<file path="src/rtl/d5m_tx_pkg.sv">
// Shared types and constants for the D5M sensor-side stream generator.
// The LFSR constants are only consumed when D5M_STREAM_TX_LFSR_EN is defined.
package d5m_tx_pkg;

    typedef enum logic [2:0] {
        IDLE,
        FRONT,
        LINE,
        HBLANK,
        VBLANK
    } tx_state_t;

    typedef enum logic [1:0] {
        CH_R,
        CH_G,
        CH_B
    } bayer_ch_t;

    localparam logic [1:0]  MODE_BARS  = 2'd0;
    localparam logic [1:0]  MODE_RAMP  = 2'd1;
    localparam logic [1:0]  MODE_CHECK = 2'd2;
    localparam logic [1:0]  MODE_AUX   = 2'd3;

    localparam logic [11:0] BAR_HI     = 12'hFFF;
    localparam logic [11:0] BAR_LO     = 12'h000;
    localparam logic [11:0] GREY_MID   = 12'h800;

    // Fibonacci taps for x^12+x^6+x^4+x+1: state bits 11, 5, 3, 0.
    localparam logic [11:0] LFSR_SEED  = 12'hACE;
    localparam logic [11:0] LFSR_TAPS  = 12'h829;

    function automatic logic [11:0] lfsr_step(input logic [11:0] s);
        return {s[10:0], ^(s & LFSR_TAPS)};
    endfunction

endpackage

</file>
<file path="src/rtl/d5m_tx_pattern.sv">
// Pixel value generator: Bayer channel select plus pattern lookup.
// Mode 3 is an LFSR when D5M_STREAM_TX_LFSR_EN is defined, flat mid-grey otherwise.
module d5m_tx_pattern
    import d5m_tx_pkg::*;
(
    input  logic        iCLK,
    input  logic        iRST_N,
    input  logic        seed_load,
    input  logic        advance,
    input  logic [1:0]  mode,
    input  logic [15:0] x,
    input  logic [15:0] y,
    input  logic [2:0]  bar,
    output logic [11:0] pixel
);

    bayer_ch_t   chan;
    logic        bar_bit;
    logic [11:0] aux_val;

`ifdef D5M_STREAM_TX_LFSR_EN
    logic [11:0] lfsr_reg;

    // Holds the value for the next active pixel; reseeded at every frame start.
    always_ff @(posedge iCLK or negedge iRST_N) begin
        if (!iRST_N) begin
            lfsr_reg <= LFSR_SEED;
        end else if (seed_load) begin
            lfsr_reg <= LFSR_SEED;
        end else if (advance) begin
            lfsr_reg <= lfsr_step(lfsr_reg);
        end
    end

    assign aux_val = lfsr_reg;
`else
    logic unused_lfsr_ctl;
    assign unused_lfsr_ctl = ^{iCLK, iRST_N, seed_load, advance};
    assign aux_val = GREY_MID;
`endif

    logic unused_xy_bits;
    assign unused_xy_bits = ^{x[15:12], y[15:6], y[4:1]};

    always_comb begin
        if (y[0]) begin
            chan = x[0] ? CH_G : CH_B;
        end else begin
            chan = x[0] ? CH_R : CH_G;
        end

        case (chan)
            CH_R:    bar_bit = bar[2];
            CH_G:    bar_bit = bar[1];
            default: bar_bit = bar[0];
        endcase

        case (mode)
            MODE_BARS:  pixel = bar_bit ? BAR_HI : BAR_LO;
            MODE_RAMP:  pixel = x[11:0];
            MODE_CHECK: pixel = (x[5] ^ y[5]) ? BAR_HI : BAR_LO;
            default:    pixel = aux_val;
        endcase
    end

endmodule

</file>
<file path="src/rtl/d5m_stream_tx.sv">
// D5M camera-side stream generator: FVAL/LVAL timing FSM, geometry counters, registered outputs.
// Optional LFSR test pattern (mode 3) is enabled by defining D5M_STREAM_TX_LFSR_EN.
module d5m_stream_tx
    import d5m_tx_pkg::*;
#(
    parameter int ACTIVE_PIXELS = 1280,
    parameter int ACTIVE_LINES  = 960,
    parameter int H_BLANK       = 64,
    parameter int V_BLANK       = 512,
    parameter int FRONT_CYC     = 8
) (
    input  logic        iCLK,
    input  logic        iRST_N,
    input  logic        iSTART,
    input  logic        iEND,
    input  logic [1:0]  iMODE,
    output logic [11:0] oDATA,
    output logic        oFVAL,
    output logic        oLVAL,
    output logic [31:0] oFrame_Cont,
    output logic        oBUSY
);

    localparam int          BAR_W      = ACTIVE_PIXELS / 8;
    localparam logic [15:0] PIX_LAST   = 16'(ACTIVE_PIXELS - 1);
    localparam logic [15:0] LINE_LAST  = 16'(ACTIVE_LINES - 1);
    localparam logic [15:0] HB_LAST    = 16'(H_BLANK - 1);
    localparam logic [15:0] VB_LAST    = 16'(V_BLANK - 1);
    localparam logic [15:0] FRONT_LAST = 16'(FRONT_CYC - 1);
    localparam logic [15:0] BAR_LAST   = 16'(BAR_W - 1);

    tx_state_t   state_reg, state_next;
    logic [15:0] x_reg, x_next;
    logic [15:0] y_reg, y_next;
    logic [15:0] cnt_reg, cnt_next;
    logic [15:0] bar_cnt_reg, bar_cnt_next;
    logic [2:0]  bar_reg, bar_next;
    logic [1:0]  mode_reg, mode_next;
    logic        stop_reg, stop_next;
    logic [31:0] frame_cont_reg, frame_cont_next;

    logic [11:0] data_reg;
    logic        fval_reg, lval_reg, busy_reg;
    logic        fval_next, lval_next, seed_load;
    logic [11:0] pixel;

    always_ff @(posedge iCLK or negedge iRST_N) begin
        if (!iRST_N) begin
            state_reg      <= IDLE;
            x_reg          <= '0;
            y_reg          <= '0;
            cnt_reg        <= '0;
            bar_cnt_reg    <= '0;
            bar_reg        <= '0;
            mode_reg       <= MODE_BARS;
            stop_reg       <= 1'b0;
            frame_cont_reg <= '0;
            data_reg       <= '0;
            fval_reg       <= 1'b0;
            lval_reg       <= 1'b0;
            busy_reg       <= 1'b0;
        end else begin
            state_reg      <= state_next;
            x_reg          <= x_next;
            y_reg          <= y_next;
            cnt_reg        <= cnt_next;
            bar_cnt_reg    <= bar_cnt_next;
            bar_reg        <= bar_next;
            mode_reg       <= mode_next;
            stop_reg       <= stop_next;
            frame_cont_reg <= frame_cont_next;
            data_reg       <= lval_next ? pixel : 12'h000;
            fval_reg       <= fval_next;
            lval_reg       <= lval_next;
            busy_reg       <= (state_next != IDLE);
        end
    end

    // A stop request seen on the very last VBLANK cycle still takes effect.
    always_comb begin
        state_next      = state_reg;
        x_next          = x_reg;
        y_next          = y_reg;
        cnt_next        = cnt_reg;
        bar_cnt_next    = bar_cnt_reg;
        bar_next        = bar_reg;
        mode_next       = mode_reg;
        stop_next       = stop_reg | iEND;
        frame_cont_next = frame_cont_reg;

        case (state_reg)
            IDLE: begin
                if (iSTART && !iEND) begin
                    state_next = FRONT;
                    cnt_next   = '0;
                    mode_next  = iMODE;
                    stop_next  = 1'b0;
                end
            end
            FRONT: begin
                if (cnt_reg == FRONT_LAST) begin
                    state_next   = LINE;
                    x_next       = '0;
                    y_next       = '0;
                    bar_next     = '0;
                    bar_cnt_next = '0;
                end else begin
                    cnt_next = cnt_reg + 16'd1;
                end
            end
            LINE: begin
                if (x_reg == PIX_LAST) begin
                    cnt_next = '0;
                    if (y_reg == LINE_LAST) begin
                        state_next      = VBLANK;
                        frame_cont_next = frame_cont_reg + 32'd1;
                    end else begin
                        state_next = HBLANK;
                    end
                end else begin
                    x_next = x_reg + 16'd1;
                    if (bar_cnt_reg == BAR_LAST) begin
                        bar_cnt_next = '0;
                        bar_next     = bar_reg + 3'd1;
                    end else begin
                        bar_cnt_next = bar_cnt_reg + 16'd1;
                    end
                end
            end
            HBLANK: begin
                if (cnt_reg == HB_LAST) begin
                    state_next   = LINE;
                    x_next       = '0;
                    y_next       = y_reg + 16'd1;
                    bar_next     = '0;
                    bar_cnt_next = '0;
                end else begin
                    cnt_next = cnt_reg + 16'd1;
                end
            end
            VBLANK: begin
                if (cnt_reg == VB_LAST) begin
                    if (stop_reg || iEND) begin
                        state_next = IDLE;
                    end else begin
                        state_next = FRONT;
                        cnt_next   = '0;
                        mode_next  = iMODE;
                    end
                end else begin
                    cnt_next = cnt_reg + 16'd1;
                end
            end
            default: state_next = IDLE;
        endcase
    end

    assign lval_next = (state_next == LINE);
    assign fval_next = (state_next == FRONT) || (state_next == LINE) || (state_next == HBLANK);
    assign seed_load = (state_next == FRONT) && (state_reg != FRONT);

    // Pattern sees the coordinates of the pixel about to be registered, so oDATA lines up with oLVAL.
    d5m_tx_pattern u_pattern (
        .iCLK      (iCLK),
        .iRST_N    (iRST_N),
        .seed_load (seed_load),
        .advance   (lval_next),
        .mode      (mode_reg),
        .x         (x_next),
        .y         (y_next),
        .bar       (bar_next),
        .pixel     (pixel)
    );

    assign oDATA       = data_reg;
    assign oFVAL       = fval_reg;
    assign oLVAL       = lval_reg;
    assign oFrame_Cont = frame_cont_reg;
    assign oBUSY       = busy_reg;

endmodule
</file>
<file path="config.mk">
export PLATFORM = sky130hd
export DESIGN_NAME = d5m_stream_tx
export DESIGN_NICKNAME = d
export VERILOG_FILES = /design/src/rtl/d5m_tx_pkg.sv /design/src/rtl/d5m_tx_pattern.sv /design/src/rtl/d5m_stream_tx.sv
export SDC_FILE = /design/constraint.sdc
export NUM_CORES = 1
export LEC_CHECK = 0
export CORE_MARGIN = 2
export CORE_UTILIZATION = 45
export CTS_BUF_LIST = sky130_fd_sc_hd__clkbuf_8 sky130_fd_sc_hd__clkbuf_16
export CTS_CLUSTER_SIZE = 16
export DETAILED_ROUTE_END_ITERATION = 6
export PLACE_DENSITY = 0.65
export RECOVER_POWER = 25
export SLEW_MARGIN = 20
export SYNTH_ARGS = -nofsm -noshare
export SYNTH_HDL_FRONTEND = slang
export SYNTH_SLANG_ARGS = --single-unit
</file>
<file path="constraint.sdc">
create_clock -name iCLK -period 4 [get_ports iCLK]
set_input_delay 0.8 -clock iCLK [delete_from_list [all_inputs] [get_ports iCLK]]
set_output_delay 0.8 -clock iCLK [all_outputs]
set_load 0.03 [all_outputs]
</file>
==> impl_metrics.yaml <==
status:
  outcome: "finished, violations left"
  violations: "max-capacitance violations, max-slew violations"
worst_setup_path:
  rrSetupSlack_ns: 0.33
  cp.arrival_ns: 3.94
  critPathLaunchType: "flop"
  end_kind: "flop"
  crit_type: "reg -> reg"
  r2r-end: "oFrame_Cont[21]"
  r2r_start: "x_reg[12]"
  worst-path-max-fanout: 12
  required_ns: 4.28
  reg2regPathDepth: 7
synthesis:
  async_flop_share_pct: 100.0
  synth-edff-count: 0
  synth_nets: 653
  syn_area_per_cell_um2: 9.533
  yosysSeqAreaShare_pct: 49.22
  synth_ff_type: "dfrtp_1"
  synth_seq_cells: 120
  synth_area_leaders: "dfrtp_1 (49%), o21ai_0 (5.4%), nand2_1 (5.3%)"
  synth_area_um2: 6101
  synth_cell_types: 59
  synth_top_area_share_pct: 49.22
  ys_warn_count: 0
  synthCells: 640
  yosys.area.top_type: "dfrtp_1"
cts:
  cts-root-buf: "clkbuf_16"
  cts_resized: 0
  cts_tree: "built"
  cts_hold_buf: 0
  clk-insertion-delay-late_ns: 0.42
  htree_levels: 4
  cts_buffer_depth: 2
  cts_buffers: 17
  clk_pin_slew_worst_paths_ns: 0.06
  cts.sinks: 120
layout:
  layout_commonest_cell: "dfrtp_1"
  n_fill_cell: 1153
  finalNonFillerCells: 889
  mostFrequentLayoutCells: "dfrtp_1 (120), nand2_1 (86), o21ai_0 (66), clkdlybuf4s50_1 (51), nand3_1 (48)"
  regArea_um2: 3003
  nets: 713
  antenna_cells: 0
  largest_reg_flops: 32
  final_area_um2: 7452
  multiInputGateArea_um2: 2929
  layout-drive-gt1-share_pct: 10.38
  area_delta_synth_final_pct: 22.15
die:
  fp.coreArea_um2: 13240
  start_util_pct: 46.07
  rows: 42
  die_y_um: 120.4
  io_pins: 53
  fp.dieW_um: 120.4
  die-area_um2: 14500
timing:
  period_minus_slack_ns: 3.666
  rsz0062_at_grt: "false"
  final.setup.worst_slack_ns: 0.3341
  fin_skew_ns: 0.009212
  fin_setup_tns_ns: 0
  finalSetupViolCount: 0
  max_freq_mhz: 272.8
  slew_headroom_pct: -2.265
  hold_viol: 0
  drv_slew: 62
  worst_slew_pin_slew_ns: 1.534
  min_period_over_period_pct: 91.65
place:
  place_congestion: 0.8441
  dp_hpwl_um: 9689
  numPortBuffers: 52
  dp_slack_ns: 0.2664
  place_area_um2: 6817
  dp_cells: 856
routing:
  drtPass1Iterations: 5
  drt-vias-per-instance: 5.709
  drt_iter0_markers: 282
  wire_per_inst_um: 15.65
  drc_errors: 0
  antenna_left: 0
  vias: 5075
  routed_wl_um: 13920
global_routing:
  grt_util_all_layers_pct: 20.37
  grt_pass1_vias: 4887
  grt_max_degree: 62
  antenna_found_initial: 0
  grt_pass1_wl_um: 23600
  gr-total-overflow: 0
power:
  vdd.ir_drop.worst_uv: 277.4
  power_mw: 2.934
  p_leak_nw: 3.168
  powerDensity_nw_per_um2: 393.7
worst_hold_path:
  min-delay-start: "oFrame_Cont[31]"
  holdPathStages: 1
  hold_end: "oFrame_Cont[31]"
  hold_path_class: "reg -> reg"
run:
  maxCapViolCount: 1
## per-stage QoR
step / hold WS, ns / util [%]
detailed placement: 0.4648 / 51.47
CTS: 0.4799 / 56.29
floorplan: 0.4402 / -
global route: 0.4921 / 56.27
global placement: 0.4538 / 51.47
finish: 0.4707 / 56.27
## synth_stat cells, types with 5 or more instances
cell      count
dfrtp_1     120
nand2_1      86
o21ai_0      66
nand3_1      48
nor2_1       38
clkbuf_1     20
xnor2_1      19
xor2_1       18
inv_1        16
nand4_1      15
nor3_1       15
o31ai_1      15
and3_1       14
a21oi_1      10
and2_1        9
nor4_1        9
or4_1         9
and4_1        8
ha_1          7
nand2b_1      7
nor2b_1       7
nor3_2        7
or2_2         7
mux2i_1       5
or3_1         5
## worst max-delay path, stage by stage, from the launching register on
cell and delay (ns):
dfrtp_1 0.42, or4_1 0.60, or4_4 0.65, or4_4 0.61
nor4_4 0.38, nand4_2 0.28, nor4_1 0.45, xor2_1 0.13
## cells by family after synthesis
| group | share of synthesized area (%) |
|---|---|
| buf+inv | 2.769 |
| simple gates | 26.68 |
| compound gates | 13.02 |
| mux | 1.559 |
| fa+ha+maj | 1.436 |
| xor+xnor | 5.312 |
| flops | 49.22 |
## report_power, final
group | internal [mW] | switching [mW] | leakage (nW)
combinational | 0.0221 | 0.0493 | 1.27
sequential | 1.22 | 0.00401 | 1.60
clock | 1.06 | 0.574 | 0.299
total | 2.31 | 0.628 | 3.17
## area by class of cell
| cell class | count | share of cell area [%] |
|---|---|---|
| Inverter | 17 | 0.8563 |
| Multi-Input combinational cell | 480 | 39.30 |
| Sequential cell | 120 | 40.30 |
| Tap cell | 176 | 2.955 |
| Timing Repair Buffer | 64 | 8.026 |
| Clock buffer | 18 | 5.893 |
| Clock inverter | 14 | 2.670 |
## worst max path at each step
| stage | slack, ns | to | cells past startpoint | startpoint |
|---|---|---|---|---|
| 2_1_floorplan | 0.54 | oDATA[0] | 13 | x_reg[12] |
| 3_3_place_gp | 0.42 | oDATA[10] | 12 | x_reg[12] |
| 3_5_place_dp | 0.27 | oDATA[10] | 12 | x_reg[12] |
| 4_1_cts | 0.24 | oDATA[10] | 12 | x_reg[12] |
| 5_1_grt | 0.25 | oFrame_Cont[17] | 8 | x_reg[12] |
| 6_report | 0.33 | oFrame_Cont[21] | 7 | x_reg[12] |
## what timing repair did
item                                    in CTS  in global routing
endpoints found under the setup margin       0                  1
buffers inserted                             0                  1
endpoints found under the hold margin        0                  0
## per-layer routing
metal | global-route usage [%] | vias up | share of wire (%)
li1 | - | 2443 | -
met2 | 32.17 | 141 | 47
met5 | 0 | - | 0
met1 | 26.94 | 2471 | 46
met3 | 4.670 | 20 | 4.9
met4 | 8.794 | 0 | 1.6
(Power assumes the default switching activity.)
